**config.mk**
```make
export PLATFORM = sky130hd
export DESIGN_NAME = muldiv_ctrl
export DESIGN_NICKNAME = d
export VERILOG_FILES = /design/src/rtl/muldiv_ctrl.sv
export SDC_FILE = /design/constraint.sdc
export NUM_CORES = 2
export LEC_CHECK = 0
export BUFFER_PORTS_ARGS = -buffer_cell sky130_fd_sc_hd__clkbuf_2
export CAP_MARGIN = 10
export CORE_MARGIN = 4
export CORE_UTILIZATION = 45
export DETAILED_ROUTE_END_ITERATION = 6
export PLACE_DENSITY_LB_ADDON = 0.3
export RECOVER_POWER = 100
export SLEW_MARGIN = 20
export SYNTH_ARGS = -nofsm -noshare
export SYNTH_HDL_FRONTEND = slang
export SYNTH_SLANG_ARGS = --single-unit
export TNS_END_PERCENT = 50
```
**constraint.sdc**
```tcl
create_clock -name clk -period 10.7 [get_ports clk]
set_clock_uncertainty 0.15 [all_clocks]
set_input_delay 1.07 -clock clk [delete_from_list [all_inputs] [get_ports clk]]
set_output_delay 1.07 -clock clk [all_outputs]
set_load 0.01 [all_outputs]
```
**src/rtl/muldiv_ctrl.sv**
```systemverilog
// HI/LO multiply/divide controller for the EX stage.
// Owns HI/LO, a fixed-latency multiplier and a radix-2 restoring divider.
package muldiv_pkg;
  localparam logic [5:0] ALU_MULT  = 6'd24;
  localparam logic [5:0] ALU_MULTU = 6'd25;
  localparam logic [5:0] ALU_DIV   = 6'd26;
  localparam logic [5:0] ALU_DIVU  = 6'd27;
  localparam logic [5:0] ALU_MTHI  = 6'd28;
  localparam logic [5:0] ALU_MTLO  = 6'd29;
endpackage

module muldiv_ctrl
  import muldiv_pkg::*;
#(
  parameter int MUL_LAT = 2
) (
  input  logic        clk,
  input  logic        resetn,
  input  logic        start,
  input  logic [5:0]  alu_ctrl,
  input  logic [31:0] src_a,
  input  logic [31:0] src_b,
  input  logic        flush,
  input  logic        pipe_stall,
  output logic        stall,
  output logic [31:0] hi_o,
  output logic [31:0] lo_o,
  output logic        busy
);

  typedef enum logic [1:0] {
    IDLE,
    MUL,
    DIV,
    DONE
  } state_t;

  localparam logic [4:0] MUL_CNT = 5'(MUL_LAT - 1);

  state_t      state;
  logic [4:0]  cnt;
  logic [31:0] op_a;
  logic [31:0] op_b;
  logic [31:0] rem;
  logic        sgn;
  logic        q_neg;
  logic        r_neg;

  logic        is_mul;
  logic        is_div;
  logic        is_mthi;
  logic        is_mtlo;
  logic        accept;
  logic        a_neg;
  logic        b_neg;
  logic [31:0] abs_a;
  logic [31:0] abs_b;

  logic [32:0] rem_sh;
  logic [32:0] diff;
  logic        ge;
  logic [31:0] rem_nx;
  logic [31:0] q_nx;
  logic [63:0] prod;

  assign is_mul  = (alu_ctrl == ALU_MULT) || (alu_ctrl == ALU_MULTU);
  assign is_div  = (alu_ctrl == ALU_DIV) || (alu_ctrl == ALU_DIVU);
  assign is_mthi = (alu_ctrl == ALU_MTHI);
  assign is_mtlo = (alu_ctrl == ALU_MTLO);
  assign accept  = (state == IDLE) && start && !flush;

  assign a_neg = (alu_ctrl == ALU_DIV) && src_a[31];
  assign b_neg = (alu_ctrl == ALU_DIV) && src_b[31];
  assign abs_a = a_neg ? -src_a : src_a;
  assign abs_b = b_neg ? -src_b : src_b;

  // op_a doubles as the quotient shift register while dividing
  assign rem_sh = {rem, op_a[31]};
  assign ge     = rem_sh >= {1'b0, op_b};
  assign diff   = rem_sh - {1'b0, op_b};
  assign rem_nx = ge ? diff[31:0] : rem_sh[31:0];
  assign q_nx   = {op_a[30:0], ge};

  assign prod = {{32{sgn & op_a[31]}}, op_a} *
                {{32{sgn & op_b[31]}}, op_b};

  assign busy = (state != IDLE);

  always_comb begin
    stall = 1'b0;
    unique case (state)
      IDLE:    stall = accept && (is_mul || is_div);
      MUL,
      DIV:     stall = !flush;
      default: stall = 1'b0;
    endcase
  end

  always_ff @(posedge clk or negedge resetn) begin
    if (!resetn) begin
      state <= IDLE;
      cnt   <= '0;
      op_a  <= '0;
      op_b  <= '0;
      rem   <= '0;
      sgn   <= 1'b0;
      q_neg <= 1'b0;
      r_neg <= 1'b0;
      hi_o  <= '0;
      lo_o  <= '0;
    end else begin
      unique case (state)
        IDLE: begin
          if (accept) begin
            unique case (1'b1)
              is_mul: begin
                op_a  <= src_a;
                op_b  <= src_b;
                sgn   <= (alu_ctrl == ALU_MULT);
                cnt   <= MUL_CNT;
                state <= MUL;
              end
              is_div: begin
                op_a  <= abs_a;
                op_b  <= abs_b;
                rem   <= '0;
                q_neg <= a_neg ^ b_neg;
                r_neg <= a_neg;
                cnt   <= 5'd31;
                state <= DIV;
              end
              is_mthi: hi_o <= src_a;
              is_mtlo: lo_o <= src_a;
              default: ;
            endcase
          end
        end
        MUL: begin
          if (flush) begin
            state <= IDLE;
          end else if (cnt == '0) begin
            {hi_o, lo_o} <= prod;
            state <= DONE;
          end else begin
            cnt <= cnt - 5'd1;
          end
        end
        DIV: begin
          if (flush) begin
            state <= IDLE;
          end else begin
            op_a <= q_nx;
            rem  <= rem_nx;
            if (cnt == '0) begin
              lo_o  <= q_neg ? -q_nx : q_nx;
              hi_o  <= r_neg ? -rem_nx : rem_nx;
              state <= DONE;
            end else begin
              cnt <= cnt - 5'd1;
            end
          end
        end
        DONE: begin
          // the instruction leaves EX once the pipeline moves
          if (flush || !pipe_stall) state <= IDLE;
        end
        default: state <= IDLE;
      endcase
    end
  end

endmodule

```
**Yosys cells after proc, flatten, opt, wreduce, memory -nomap -nowiden**

Index checks and enable logic that the tools add are counted.

- Flip-flop bits (word level): 170
- Latch bits: 0
- RAM bits: 0
- Bits in read-only memories: 0
- Bits of input ports: 75
- Output and inout port bits: 66
- Logic and storage cells: 111
- Memories kept: 0

- $add $sub $neg: 6
- Multiply operators: 1
- Divide/modulo/power cells: 0
- Magnitude comparators: 1
- Equal/unequal tests: 22
- Shift operators: 0
- Muxes and demuxes: 40
- Bitwise logic cells: 3
- Reductions and logical operators: 28

Operators by type and width:

| kind | count |
|---|---|
| 32-bit two-way mux | 22 |
| 32-bit case mux with 2 select lines | 4 |
| 32-bit case mux with 3 select lines | 2 |
| 32-bit negation | 4 |
| 33-bit by 33-bit multiplier with 64-bit output | 1 |
| 6-bit by 5-bit == test with 1-bit output, second input constant | 6 |
| 33-bit by 32-bit greater-or-equal comparator with 1-bit output | 1 |
| 32-bit subtractor | 1 |
| 2-bit inequality test, second input constant | 11 |
| 5-bit case mux with 2 select lines | 2 |
| 5-bit two-way mux | 3 |
| 7-bit AND reduction | 2 |
| 4-bit AND reduction | 3 |
| 3-bit AND reduction | 3 |
| 2-bit two-way mux | 4 |
| 2-bit nonzero test | 4 |
| 2-bit case mux with 3 select lines | 1 |
| 1-bit logical AND | 5 |
| 5-bit logical NOT | 1 |
| 5-bit AND reduction | 1 |
| 5-bit by 1-bit subtractor with 5-bit output, second input constant | 1 |
| 2-bit == test, second input constant | 2 |
| 1-bit logical OR | 4 |
| 2-bit case mux with 2 select lines | 1 |
| other kinds (10) | 12 |

**Logic depth before layout (Yosys ltp)**

- Depth after elaboration: 7
- Gate-level depth with buffers: 33
- Mapped depth without buffers: 30

**Worst setup path after synthesis**

Ideal clock, no wire load.

- Kind: register to register
- From: register op_a[21]
- To: register hi_o[30]
- Library setup time: 0.104 ns
- Arrival time: 8.368 ns
- Data required time: 10.446 ns
- Path slack: 2.078 ns
- Cell stages (with the launch flop): 32
- Path buffers: 2
- Period minus slack after synthesis: 8.622 ns
- Cell sequence: dfrtp_1 > clkbuf_1 > clkbuf_1 > nand2_1 > fa_1 > inv_1 > fa_1 > inv_1 > fa_1 > inv_1 > fa_1 > inv_1 > fa_1 > inv_1 > fa_1 > fa_1 > inv_1 > fa_1 > inv_1 > ha_1 > a21o_1 > o21bai_1 > a2111oi_0 > inv_1 > a2111oi_2 > o41ai_1 > a21bo_2 > a221o_1 > a311oi_1 > xor2_1 > or4_1 > o311ai_1

- Word-level cells in the longest chain between the ends: 4

RTL lines:

| element | RTL line | text |
|---|---|---|
| start, declared | 42 | `logic [31:0] op_a;` |
| start signal, assigned | 117 | `op_a <= src_a;` |
| start signal, assigned | 124 | `op_a <= abs_a;` |
| start signal, assigned | 152 | `op_a <= q_nx;` |
| 33-bit by 33-bit multiplier with 64-bit output | 84 | `assign prod = {{32{sgn & op_a[31]}}, op_a} *` |
| 32-bit two-way mux | 141 | `end else if (cnt == '0) begin` |
| 32-bit two-way mux | 139 | `if (flush) begin` |
| 32-bit case mux with 3 select lines | 112 | `unique case (state)` |
| end signal, assigned | 132 | `is_mthi: hi_o <= src_a;` |
| end signal, assigned | 142 | `{hi_o, lo_o} <= prod;` |
| end signal, assigned | 156 | `hi_o <= r_neg ? -rem_nx : rem_nx;` |
| end, declared | 26 | `output logic [31:0] hi_o,` |

No other way between the ends. The select of a mux whose other input is x is not followed.
A chain may end at the register's enable or synchronous reset.

**Worst setup path in the final report**

- From: register op_b[1]
- To: register hi_o[30]

- Word-level cells in the longest chain between the ends: 7
- Elaborated cells on any way between the ends: 11
- Classes of those cells: 2 x add/sub; 1 x mul; 1 x order compare; 7 x mux

RTL lines:

| element | RTL line | text |
|---|---|---|
| start, declared | 43 | `logic [31:0] op_b;` |
| start signal, assigned | 118 | `op_b <= src_b;` |
| start signal, assigned | 125 | `op_b <= abs_b;` |
| 32-bit subtractor / 33-bit by 32-bit greater-or-equal comparator with 1-bit output (equally long branches) | 80, 79 |  |
| 32-bit two-way mux | 81 | `assign rem_nx = ge ? diff[31:0] : rem_sh[31:0];` |
| 32-bit negation | 156 |  |
| 32-bit two-way mux | 156 |  |
| 32-bit two-way mux | 154 | `if (cnt == '0) begin` |
| 32-bit two-way mux | 149 | `if (flush) begin` |
| 32-bit case mux with 3 select lines * | 112 |  |

Mark *: on every way between the ends. The rest lies on a longest branch, timed or not. The select of a mux whose other input is x is not followed.

==> impl_results.md <==
- Outcome: finished, violations left
- Failing checks: capacitance limit, slew limit
- Beginning of the critical path: op_b[1]$_DFFE_PN0P_
- Share of layout cells above drive strength 1: 4.42%
- Worst-skew pair later-pin latency: 0.50 ns
- Synth Register Bits: 170
- Port Buf Inserts: 140
- Syn Inst Count: 5869
- Max cap viols: 5
- Fraction of registers with async set or reset after synthesis: 100%
- Final #Nets: 7236
- Area grow syn2layout: 5.02%
- Number of global-route vias before repair: 42.1k
- First-pass GRT wire length: 253000 um
- Design area: 53700 um2
- Post-DP Area: 53200 um2
- Vias per inst: 5.59
- Initial antenna violation count: 11
- Period utilization: 92.1%
- Rel. slew slack: -335%
- Worst-path clk slew: 0.08 ns
- Total Routing Usage GR: 28.2%
- FMAX: 101 MHz
- Top FF cell, synth: dfrtp_1
- Initial Util: 45.4%
- Post-CTS sizing: 0
- Clk buf depth: 2
- Largest net degree at the start of global routing: 108
- Setup TNS: 0 ns
- Data arrival time of the worst path: 10.08 ns
- I/O pin cnt: 141
- Final WL: 165000 um
- Min-delay worst type: register to register
- Slew Limit Fails: 317
- Cts bufs inserted: 17
- TritonCTS clock tree: yes
- Yosys cell types: 86
- Die H: 345 um
- Remaining global-route overflow: 0
- RSZ-0062 raised after global routing: no
- Crit-path slowest cell: dfrtp_1
- Final setup violation count: 0
- Post-CTS Setup Inserts: 0
- Starting DRC count in detailed routing: 3479
- Routed via count: 40.9k
- RR Startpoint: op_b[1]$_DFFE_PN0P_
- Most frequent cells in the layout: inv_1, fa_1, nand2_1, and2_1, ha_1
- CP endpoint kind: register
- CP max FO: 26
- DIE AREA: 119000 um2
- Die W: 345 um
- Drt pass-1 iters: 6
- Remaining antenna violation count: 0
- CTS Root Cell: clkbuf_16
- Placement row count: 123
- Area of the multi-input gates: 41000 um2
- GPL Wtd Cong: 0.978
- Worst path top cell family by delay: adder cells
- Crit path kind: register to register
- Synthesized cell area: 51100 um2
- Avg Cell Area, Syn: 8.71 um2
- H-Tree Depth: 4
- Most common cell after layout, fill and taps aside: inv_1
- HPWL Detailed: 137000 um
- Worst-Margin Slew: 6.53 ns
- Tmin final: 9.86 ns
- Final number of hold-violating endpoints: 0
- Worst Hold Launch: hi_o[15]$_DFFE_PN0P_
- YS warnings: 0
- CP dominant cell by count: fa_1
- Number of synthesized flops with an enable pin: 0
- Synthesized Nets: 7326
- Post-route DRC: 0
- Clk sinks: 170
- CP Data Required Time: 10.93 ns
- CORE AREA: 113000 um2
- Hold WS: 0.333 ns
- Wire length per cell: 22.5 um
- # fillers: 11.0k
- Crit-path max cell delay: 1.06 ns
- Hold_buf cts: 0
- Buf/Inv on CP: 4
- Area occupied by registers: 4260 um2
- Type of origin of the critical path: register
- Final core utilization: 47.6%
- Sequential element share of the synthesized area: 8.32%
cells by family (layout without fill, tap and decap cells):
logic type	after synthesis	count (layout)	synth area share (%)
adder cells (fa/ha/maj)	1382	1382	50.4
flip-flops	170	170	8.32
XOR/XNOR	210	210	3.60
AND/OR/NAND/NOR	1772	1772	15.9
buffers and inverters	1555	1478	11.5
AO/OA/AOI/OAI	755	755	9.74
other	0	12	0
multiplexers	25	25	0.504
state kept, by name, summed over array words and instances (netlist names), 2 cells and up:
register  cells
hi_o         32
lo_o         32
op_a         32
op_b         32
rem          32
cnt           5
state         2
through the flow:
stage          worst slack, ns  std cells
2_1_floorplan             2.08       5869
3_3_place_gp              1.06       7260
3_5_place_dp             0.919       7260
4_1_cts                  0.897       7292
5_1_grt                  0.288       7293
6_report                 0.842       7304
worst min-delay path, cell delays in order (launching register included):
cell and delay, ns:
dfrtp_1 0.35, nand2_1 0.05, o31ai_1 0.05
layer usage:
layer	routed length [um]	global-route usage [%]
met5	42	0
met4	8760	12.6
met3	13100	4.89
met2	77800	45.8
met1	64900	37.2
synthesized netlist by cell type (91+ instances only):
cell type / count / area share [%]
nor2_1: 226 / 1.7
ha_1: 256 / 6.3
fa_1: 1126 / 44
nand2_1: 950 / 7.0
clkbuf_1: 306 / 2.2
dfrtp_1: 170 / 8.3
inv_1: 1194 / 8.8
xnor2_1: 119 / 2.0
a21oi_1: 166 / 1.6
o21ai_0: 195 / 1.9
and2_1: 328 / 4.0
xor2_1: 91 / 1.6
final timing paths:
check | end | slack (ns) | cells past startpoint
setup / recovery | hi_o[30]$_DFFE_PN0P_ | 0.84 | 26
hold / removal | hi_o[15]$_DFFE_PN0P_ | 0.33 | 2
setup reg to reg | hi_o[30]$_DFFE_PN0P_ | 0.84 | 26
hold reg to reg | hi_o[15]$_DFFE_PN0P_ | 0.33 | 2
max in group asynchronous | op_a[24]$_DFFE_PN0P_ | 2.96 | 2
min in group asynchronous | cnt[1]$_DFFE_PN0P_ | 2.87 | 1
layout make-up:
cell class                      instances  share of cell area [%]
Inverter                             1194                    8.35
Clock buffer                           17                   0.793
Antenna cell                           12                  0.0560
Clock inverter                         15                   0.410
Tap cell                             1500                    3.50
Sequential cell                       170                    7.93
Timing Repair Buffer                  252                    2.66
Multi-Input combinational cell       4144                    76.3
Power is left out: the tool's default activity adds up to more than one toggle a clock period on the data nets, which glitch-free logic cannot reach.
